===== src/rtl/pipe_stage_elastic.sv =====
// pipe_stage_elastic: valid/ready pipeline stage register with a 2-entry skid
// buffer. Flush clears valid and control fields; the datapath payload is kept.
// A saturating counter tracks cycles where downstream back-pressures a valid entry.
module pipe_stage_elastic #(
  parameter int DATA_W = 48,
  parameter int CTRL_W = 8,
  parameter int CNT_W  = 16
) (
  input  logic              clk,
  input  logic              rst,
  input  logic              flush,
  input  logic              in_valid,
  output logic              in_ready,
  input  logic [DATA_W-1:0] in_data,
  input  logic [CTRL_W-1:0] in_ctrl,
  output logic              out_valid,
  input  logic              out_ready,
  output logic [DATA_W-1:0] out_data,
  output logic [CTRL_W-1:0] out_ctrl,
  output logic [1:0]        occ,
  output logic [CNT_W-1:0]  stall_cnt,
  input  logic              stall_cnt_clr
);

  // Occupancy doubles as the state encoding, so occ comes straight off the flop.
  typedef enum logic [1:0] {
    ST_EMPTY = 2'd0,
    ST_ONE   = 2'd1,
    ST_TWO   = 2'd2
  } state_t;

  state_t            r_state;
  state_t            w_state_next;
  logic              r_out_valid;
  logic              r_in_ready;
  logic [DATA_W-1:0] r_main_data;
  logic [CTRL_W-1:0] r_main_ctrl;
  logic [DATA_W-1:0] r_skid_data;
  logic [CTRL_W-1:0] r_skid_ctrl;
  logic [CNT_W-1:0]  r_stall_cnt;

  logic w_in_fire;
  logic w_out_fire;
  logic w_stall;
  logic w_load_main_in;
  logic w_load_main_skid;
  logic w_load_skid_in;

  assign w_in_fire  = in_valid & r_in_ready;
  assign w_out_fire = r_out_valid & out_ready;
  assign w_stall    = r_out_valid & ~out_ready;

  // Next-state and load-enable decode; flush overrides every transfer into the stage.
  always_comb begin
    w_state_next     = r_state;
    w_load_main_in   = 1'b0;
    w_load_main_skid = 1'b0;
    w_load_skid_in   = 1'b0;
    if (flush) begin
      w_state_next = ST_EMPTY;
    end else begin
      case (r_state)
        ST_EMPTY: begin
          if (w_in_fire) begin
            w_state_next   = ST_ONE;
            w_load_main_in = 1'b1;
          end
        end
        ST_ONE: begin
          if (w_in_fire && w_out_fire) begin
            w_load_main_in = 1'b1;
          end else if (w_in_fire) begin
            w_state_next   = ST_TWO;
            w_load_skid_in = 1'b1;
          end else if (w_out_fire) begin
            w_state_next = ST_EMPTY;
          end
        end
        ST_TWO: begin
          // in_ready is low here, so only the drain path matters.
          if (w_out_fire) begin
            w_state_next     = ST_ONE;
            w_load_main_skid = 1'b1;
          end
        end
        default: w_state_next = ST_EMPTY;
      endcase
    end
  end

  // State register plus registered valid/ready derived from the next state.
  always_ff @(posedge clk or posedge rst) begin
    if (rst) begin
      r_state     <= ST_EMPTY;
      r_out_valid <= 1'b0;
      r_in_ready  <= 1'b1;
    end else begin
      r_state     <= w_state_next;
      r_out_valid <= (w_state_next != ST_EMPTY);
      r_in_ready  <= (w_state_next != ST_TWO);
    end
  end

  // Entry payloads; data only moves on a real transfer so idle X on in_* never lands.
  always_ff @(posedge clk or posedge rst) begin
    if (rst) begin
      r_main_data <= '0;
      r_main_ctrl <= '0;
      r_skid_data <= '0;
      r_skid_ctrl <= '0;
    end else begin
      if (w_load_main_in) begin
        r_main_data <= in_data;
        r_main_ctrl <= in_ctrl;
      end else if (w_load_main_skid) begin
        r_main_data <= r_skid_data;
        r_main_ctrl <= r_skid_ctrl;
        r_skid_ctrl <= '0;
      end
      if (w_load_skid_in) begin
        r_skid_data <= in_data;
        r_skid_ctrl <= in_ctrl;
      end
      if (flush) begin
        r_main_ctrl <= '0;
        r_skid_ctrl <= '0;
      end
    end
  end

  // Saturating back-pressure counter; clear wins over increment, flush is ignored.
  always_ff @(posedge clk or posedge rst) begin
    if (rst) begin
      r_stall_cnt <= '0;
    end else if (stall_cnt_clr) begin
      r_stall_cnt <= '0;
    end else if (w_stall && (r_stall_cnt != {CNT_W{1'b1}})) begin
      r_stall_cnt <= r_stall_cnt + 1'b1;
    end
  end

  assign in_ready  = r_in_ready;
  assign out_valid = r_out_valid;
  assign out_data  = r_main_data;
  assign out_ctrl  = r_out_valid ? r_main_ctrl : '0;
  assign occ       = r_state;
  assign stall_cnt = r_stall_cnt;

endmodule


===== config.mk =====
export PLATFORM = sky130hd
export DESIGN_NAME = pipe_stage_elastic
export DESIGN_NICKNAME = d
export VERILOG_FILES = /design/src/rtl/pipe_stage_elastic.sv
export SDC_FILE = /design/constraint.sdc
export NUM_CORES = 1
export LEC_CHECK = 0
export ABC_CLOCK_PERIOD_IN_PS = 4800
export BUFFER_PORTS_ARGS = -buffer_cell sky130_fd_sc_hd__buf_2
export CORE_MARGIN = 2
export CORE_UTILIZATION = 35
export CTS_BUF_LIST = sky130_fd_sc_hd__clkbuf_8
export CTS_CLUSTER_DIAMETER = 40
export DETAILED_ROUTE_END_ITERATION = 7
export PLACE_DENSITY_LB_ADDON = 0.05
export REMOVE_ABC_BUFFERS = 1
export SETUP_SLACK_MARGIN = 0.2
export SLEW_MARGIN = 10
export SYNTH_ARGS = -nofsm -noshare
export SYNTH_HDL_FRONTEND = slang
export SYNTH_SLANG_ARGS = --single-unit

===== constraint.sdc =====
create_clock -name clk -period 4.8 [get_ports clk]
set_input_delay 0.48 -clock clk [delete_from_list [all_inputs] [get_ports clk]]
set_output_delay 0.48 -clock clk [all_outputs]
set_load 0.005 [all_outputs]

==> results of run 1 <==
## Yosys cell counts, types with 2 or more instances
library cell               number
sky130_fd_sc_hd__o22a_1        97
sky130_fd_sc_hd__and4b_1        2
sky130_fd_sc_hd__o31ai_1        4
sky130_fd_sc_hd__buf_4          5
sky130_fd_sc_hd__dfrtp_1      131
sky130_fd_sc_hd__buf_2         14
sky130_fd_sc_hd__and2_1        11
sky130_fd_sc_hd__o21ai_0        3
sky130_fd_sc_hd__nor2_1        19
sky130_fd_sc_hd__or3_1          3
sky130_fd_sc_hd__nand2b_1       3
sky130_fd_sc_hd__nor2b_1        4
sky130_fd_sc_hd__clkbuf_1      15
sky130_fd_sc_hd__a21oi_1       12
sky130_fd_sc_hd__mux2i_1        3
sky130_fd_sc_hd__a311oi_1      10
sky130_fd_sc_hd__a22o_1         8
sky130_fd_sc_hd__nand2_1       24
sky130_fd_sc_hd__or4_1          4
sky130_fd_sc_hd__nand3_1        4
sky130_fd_sc_hd__nand4_1        5
sky130_fd_sc_hd__inv_1          3
sky130_fd_sc_hd__mux2_2        52
sky130_fd_sc_hd__a211oi_1       2
## routing by layer
layer	GRT usage	wire length (um)	up-vias
li1	-	-	2018
met1	0.2230	6698	2233
met2	0.2893	7126	97
met3	0.06169	901	17
met4	0.05556	238	0
met5	0	0	-
## cell families (layout without fill, tap and decap cells)
group                      Yosys count  in the layout  share of synthesized area
DFF                                132            132                     0.5681
AOI/OAI and AO/OA                  143            143                     0.2043
buffers and inverters               40            181                    0.03226
muxes                               55             55                     0.1058
adders and majority gates            1              1                   0.002151
and+or+nand+nor                     91             91                    0.08733
## worst paths after layout
| check | from | to | slack [ps] | depth (start not counted) |
|---|---|---|---|---|
| setup / recovery | out_valid$_DFF_PP0_ | r_skid_ctrl[0]$_DFFE_PP0P_ | 2240 | 5 |
| max in group asynchronous | rst | r_skid_data[39]$_DFFE_PP0N_ | 3600 | 3 |
| setup reg to reg | out_valid$_DFF_PP0_ | r_skid_ctrl[0]$_DFFE_PP0P_ | 2240 | 5 |
| min in group clk | in_ctrl[2] | r_skid_ctrl[2]$_DFFE_PP0P_ | 280 | 2 |
| hold / removal | rst | r_skid_data[47]$_DFFE_PP0N_ | 130 | 2 |
| hold reg to reg | out_data[42]$_DFFE_PP0P_ | out_data[42]$_DFFE_PP0P_ | 500 | 1 |
## metrics by stage
step | instances | power, W | instance area [um2] | setup WS [ps]
2_1_floorplan | 426 | 0.001953 | 5644 | 255.1
3_3_place_gp | 791 | 0.002208 | 6703 | 2180
3_5_place_dp | 791 | 0.002239 | 6703 | 2223
4_1_cts | 823 | 0.003175 | 7099 | 2208
5_1_grt | 823 | 0.003324 | 7099 | 2031
6_report | 823 | 0.003130 | 7099 | 2238
## flip-flops by register name, indices dropped and copies added (netlist names)
name / count
r_main_ctrl: 8
r_skid_data: 48
out_valid: 1
out_data: 48
occ: 2
r_skid_ctrl: 8
in_ready: 1
stall_cnt: 16
## where the power goes
group	switching [W]	internal, W	leakage [nW]	total [W]
clock	0.000439	0.000486	0.195	0.000925
sequential	0.000165	0.00141	1.60	0.00157
combinational	0.000257	0.000375	1.27	0.000632
## final cells by class
class	count	share of cell area
well taps	220	0.03877
clock inverters	13	0.01903
flip-flops and latches	132	0.4655
inverters	4	0.002467
repair buffers	145	0.1068
clock buffers	19	0.03683
multi-input cells	290	0.3306
==> key figures, run 1 <==
Run status
  • Run status: completed

Synth
  • Most area-consuming cells after synthesis: sky130_fd_sc_hd__dfrtp_1 (56%), sky130_fd_sc_hd__o22a_1 (15%), sky130_fd_sc_hd__mux2_2 (10%), sky130_fd_sc_hd__nand2_1 (1.5%), sky130_fd_sc_hd__a311oi_1 (1.5%)
  • Netlist cell types: 48
  • Mapped Area: about 5800 um2
  • Synth warn: 0
  • Cell type with the largest total area after synthesis: sky130_fd_sc_hd__dfrtp_1
  • Proportion of synthesized chip area in sequential cells: 0.5681
  • Post-synth EDFFs: 0
  • Flip-flop and latch count after synthesis: 132
  • Post-Syn Instances: between 400 and 500
  • Share of async-settable or async-resettable flops after synthesis: 1.000
  • Share of the synthesized area in the top cell type: 0.5636
  • Commonest register cell after synthesis: sky130_fd_sc_hd__dfrtp_1
  • Mean instance size in the synthesized netlist: ~13 um2

Critical path
  • CP endpoint kind: flop
  • Largest stage delay on the critical path: approximately 650 ps
  • Critical path launch point type: flop
  • Crit Path Max Fanout: 33
  • Worst EP arrival: around 2900 ps
  • Slowest stage cell, crit path: sky130_fd_sc_hd__a211oi_2
  • Series of cell instances along the critical path: nand4b_1, buf_4, clkinv_1, a211oi_2, a22o_1
  • Data required time of the critical path: 5170 ps
  • Largest delay contributor family on the critical path: compound AO/OA/AOI/OAI gates
  • Buf/Inv on CP: 2
  • Category of the critical setup timing path: flop to flop

Routing
  • First-iteration detailed-routing DRC count: about 240
  • Wire length per cell: 18.18 um
  • Count of vias placed by the detailed router: between 4000 and 5000
  • Post-detailed-route count of antenna-violating nets: 0
  • Detailed Routing Iterations Pass 1: 5
  • Detailed-route DRC error count: 0
  • Vias per Instance: about 5.3
  • Detailed-route wire length: 14960 um

Hold path
  • Tightest Hold Check Type: primary input to async pin

STA
  • Final hold viol count: 0
  • Setup Skew: approximately 12 ps
  • Period utilization: 0.5337
  • Transition time of the tightest slew-check pin: around 770 ps
  • Final slew viol count: 0
  • Worst hold margin: roughly 130 ps
  • Relative slew slack: 0.4857
  • Clock period minus worst slack: 2562 ps
  • F_max: a little under 400 MHz
  • RSZ-0062 raised after global routing: false
  • Setup TNS after final layout: 0 ps
  • Final number of setup-violating endpoints: 0

Finish
  • Commonest cells after routing, fill and taps aside: sky130_fd_sc_hd__buf_2 (137), sky130_fd_sc_hd__dfrtp_1 (131), sky130_fd_sc_hd__o22a_1 (97), sky130_fd_sc_hd__mux2_2 (52), sky130_fd_sc_hd__nand2_1 (23)
  • Most common cell after layout, fill and taps aside: sky130_fd_sc_hd__buf_2
  • Sequential cell area: 3304 um2
  • Final standard cell utilization of the core: 0.4327
  • Layout Nets: roughly 650
  • Number of fill cells in the layout: approximately 1600
  • Number of diodes added for antenna fixing: 0
  • Ratio of cells with drive above 1 in the final layout: 0.3964
  • Layout area overhead: 22.05%
  • Area used by multi-input combinational logic: 2347 um2

Global route
  • Vias in the first global route: about 4600
  • Maximum number of pins on one net before global-route repair: 65
  • Antenna violations before repair: 0
  • Global-route wire length before repair: roughly 25000 um
  • Total gr overflow: 0
  • Total global-route track usage: 0.1777

Place
  • Routability cong.: around 0.75
  • Number of port buffers: 137
  • Detail Placement HPWL: a little over 9000 um

Clock tree
  • Buffer levels on the longest clock path: 2
  • Buffers inserted by post-CTS timing repair: 0
  • Number of buffers inserted by hold repair at cts: 0
  • CTS sink cnt: around 130
  • Clk root buf: sky130_fd_sc_hd__clkbuf_8
  • Count of H-tree levels built during CTS: 4
  • Number of CTS-inserted buffers: 17
  • Worst-Skew Late Latency: around 440 ps
  • Clock edge transition at the registers on the reported setup and hold paths: approximately 80 ps
  • Post_cts resized: 0
  • TritonCTS clock tree: yes

Floorplanning
  • Die area: roughly 18000 um2
  • Die height: about 130 um
  • Die boundary width: around 130 um
  • Number of standard-cell rows in the floorplan: 47
  • I/O pin total: 138
  • Core region area: 16410 um2
  • Effective utilization at floorplan: 0.3545

Job
  • Max capacitance violation total: 0

Power and ir drop
  • Max VDD drop: 0.2892 mV
  • Total power divided by cell area: ~440 nW/um2
  • P_leak: around 3.1 nW
No activity file was read; power rests on OpenSTA's default activity.
==> run 2, diff against run 1 <==
- ABC_CLOCK_PERIOD_IN_PS: 4800 -> 2050
- clock period: 4.8 -> 2.05 ns (I/O delays scaled with it)
==> run 2 against run 1 <==
Effect of this change: sequential share of layout area down 3.8 points; total power grew 140%; setup slack got worse by 2000 ps; design area rose by 8.8%; global-route usage down 0.055 points; non-clock buffer count rose by 51; wire length grew 1.9%; combinational power rose to 2.5 times the previous value; utilization grew 3.8 points; sequential power increased by 130%; final cell count increased by 6.1%.
==> key figures, run 2 (synthesized netlist as in run 1, its figures left out) <==
Critical path
  • Worst-case reg-to-reg path depth: 5
  • Category of the critical setup timing path: flop to flop
  • End of the worst register-to-register path: r_skid_data[33]$_DFFE_PP0N_
  • Crit Reg-Reg Startpoint: in_ready$_DFF_PP1_
  • Flop2flop setup slack: 270 ps
  • Crit Path Max Fanout: 15
  • Worst EP arrival: ~2100 ps
  • Data required time of the critical path: roughly 2400 ps
  • CP endpoint kind: flop
  • Critical path launch point type: flop

Finish
  • Number of diodes added for antenna fixing: 0
  • Ratio of cells with drive above 1 in the final layout: 0.3828
  • Most common cell after layout, fill and taps aside: sky130_fd_sc_hd__buf_2
  • Commonest cells after routing, fill and taps aside: sky130_fd_sc_hd__buf_2 (137), sky130_fd_sc_hd__dfrtp_1 (130), sky130_fd_sc_hd__o22a_1 (97), sky130_fd_sc_hd__mux2_2 (52), sky130_fd_sc_hd__dlygate4sd3_1 (43)
  • Finished layout cell area: about 7700 um2
  • Final standard cell utilization of the core: 0.4709
  • Number of fill cells in the layout: 1549
  • Layout area overhead: 32.82%
  • Sequential cell area: between 3000 and 4000 um2
  • Area used by multi-input combinational logic: ~2400 um2
  • Layout Nets: just over 700

STA
  • Worst hold margin: ~33 ps
  • Setup Skew: 8.586 ps
  • Worst path setup slack after routing: 267.3 ps
  • Transition time of the tightest slew-check pin: 598.4 ps
  • RSZ-0062 raised after global routing: true
  • Clock period minus worst slack: about 1800 ps
  • Final hold viol count: 0
  • Final number of setup-violating endpoints: 0
  • F_max: 560.9 MHz
  • Period utilization: 0.8696
  • Relative slew slack: 0.6004
  • Final slew viol count: 0

Power and ir drop
  • P_leak: 3.339 nW
  • Max VDD drop: approximately 0.39 mV
  • Total power divided by cell area: 973.6 nW/um2
  • Total power consumption of the routed design: about 0.0075 W

Clock tree
  • CTS sink cnt: 132
  • Buffer levels on the longest clock path: 2
  • Clk root buf: sky130_fd_sc_hd__clkbuf_8
  • Worst-Skew Late Latency: approximately 430 ps
  • Number of CTS-inserted buffers: 17
  • Clock edge transition at the registers on the reported setup and hold paths: around 70 ps
  • Count of H-tree levels built during CTS: 4
  • TritonCTS clock tree: yes

Routing
  • Post-detailed-route count of antenna-violating nets: 0
  • Detailed Routing Iterations Pass 1: 4
  • Count of vias placed by the detailed router: ~4500
  • Detailed-route wire length: 15240 um
  • First-iteration detailed-routing DRC count: roughly 280
  • Wire length per cell: about 17 um
  • Vias per Instance: between 5 and 6
  • Detailed-route DRC error count: 0

Floorplanning
  • I/O pin total: 138
  • Number of standard-cell rows in the floorplan: 47
  • Die height: approximately 130 um
  • Effective utilization at floorplan: 0.3545
  • Core region area: ~16000 um2
  • Die boundary width: approximately 130 um
  • Die area: 17670 um2

Run status
  • Run status: completed

Place
  • Number of port buffers: approximately 140
  • Post-placement worst setup slack: roughly 230 ps
  • Detail Placement HPWL: between 9000 and 10000 um
  • Total placed instance area: between 6000 and 7000 um2
  • Routability cong.: ~0.74

Global route
  • Antenna violations before repair: 0
  • Total global-route track usage: 0.1772
  • Total gr overflow: 0
  • Vias in the first global route: ~4600
  • Maximum number of pins on one net before global-route repair: 62
  • Global-route wire length before repair: ~25000 um

Hold path
  • Source of the worst hold timing path: in_data[44]
  • Tightest Hold Check Type: primary input to flop
  • Hold path depth: 2
  • Worst min-delay path endpoint: r_skid_data[44]$_DFFE_PP0N_

Job
  • Max capacitance violation total: 0
-- run 2: repair_timing --
item | CTS | global route
setup endpoints to repair | 0 | 111
hold buffers | 43 | 0
resized for setup | 0 | 6
setup buffers | 0 | 1
endpoints found under the hold margin | 72 | 0
-- run 2: stage by stage --
| stage | TNS (ps) | cells |
|---|---|---|
| 2_1_floorplan | -468740 | 426 |
| 3_3_place_gp | 0 | 797 |
| 3_5_place_dp | 0 | 797 |
| 4_1_cts | 0 | 871 |
| 5_1_grt | 0 | 873 |
| 6_report | 0 | 873 |
-- run 2: cell type report --
type | count | area share
inverters | 4 | 0.002267
flip-flops and latches | 132 | 0.4279
repair buffers | 196 | 0.1768
well taps | 220 | 0.03563
clock inverters | 12 | 0.01798
multi-input cells | 290 | 0.3056
clock buffers | 19 | 0.03385
-- run 2: worst max-delay path by stage --
stage,from,endpoint,slack (ps),depth (start not counted)
detailed placement,occ[0]$_DFF_PP0_,r_skid_data[14]$_DFFE_PP0N_,230,4
floorplan,out_valid$_DFF_PP0_,out_data[42]$_DFFE_PP0P_,-2490,3
global placement,out_valid$_DFF_PP0_,r_skid_data[26]$_DFFE_PP0N_,260,4
global route,stall_cnt[4]$_DFFE_PP0P_,stall_cnt[15]$_DFFE_PP0P_,190,4
CTS,occ[0]$_DFF_PP0_,r_skid_data[21]$_DFFE_PP0N_,220,4
finish,in_ready$_DFF_PP1_,r_skid_data[33]$_DFFE_PP0N_,270,5
-- run 2: where the power goes --
group,switching [W],total [W],internal (W)
registers,0.000373,0.00367,0.00330
clock network,0.000995,0.00224,0.00124
logic,0.000639,0.00161,0.000974
total,0.00201,0.00752,0.00551
-- run 2: routing by layer --
| metal | track usage | part of all wire | up-vias |
|---|---|---|---|
| met5 | 0 | 0 | - |
| met4 | 0.06452 | 0.017 | 0 |
| met3 | 0.04483 | 0.043 | 20 |
| met2 | 0.2818 | 0.48 | 104 |
| met1 | 0.2347 | 0.46 | 2272 |
| li1 | - | - | 2125 |
-- run 2: worst max-delay path: stages, from the launching register on --
cell	delay [ps]
sky130_fd_sc_hd__dfstp_2	560
sky130_fd_sc_hd__nand2_2	90
sky130_fd_sc_hd__nor4_4	290
sky130_fd_sc_hd__buf_4	200
sky130_fd_sc_hd__clkbuf_16	180
sky130_fd_sc_hd__mux2_2	340
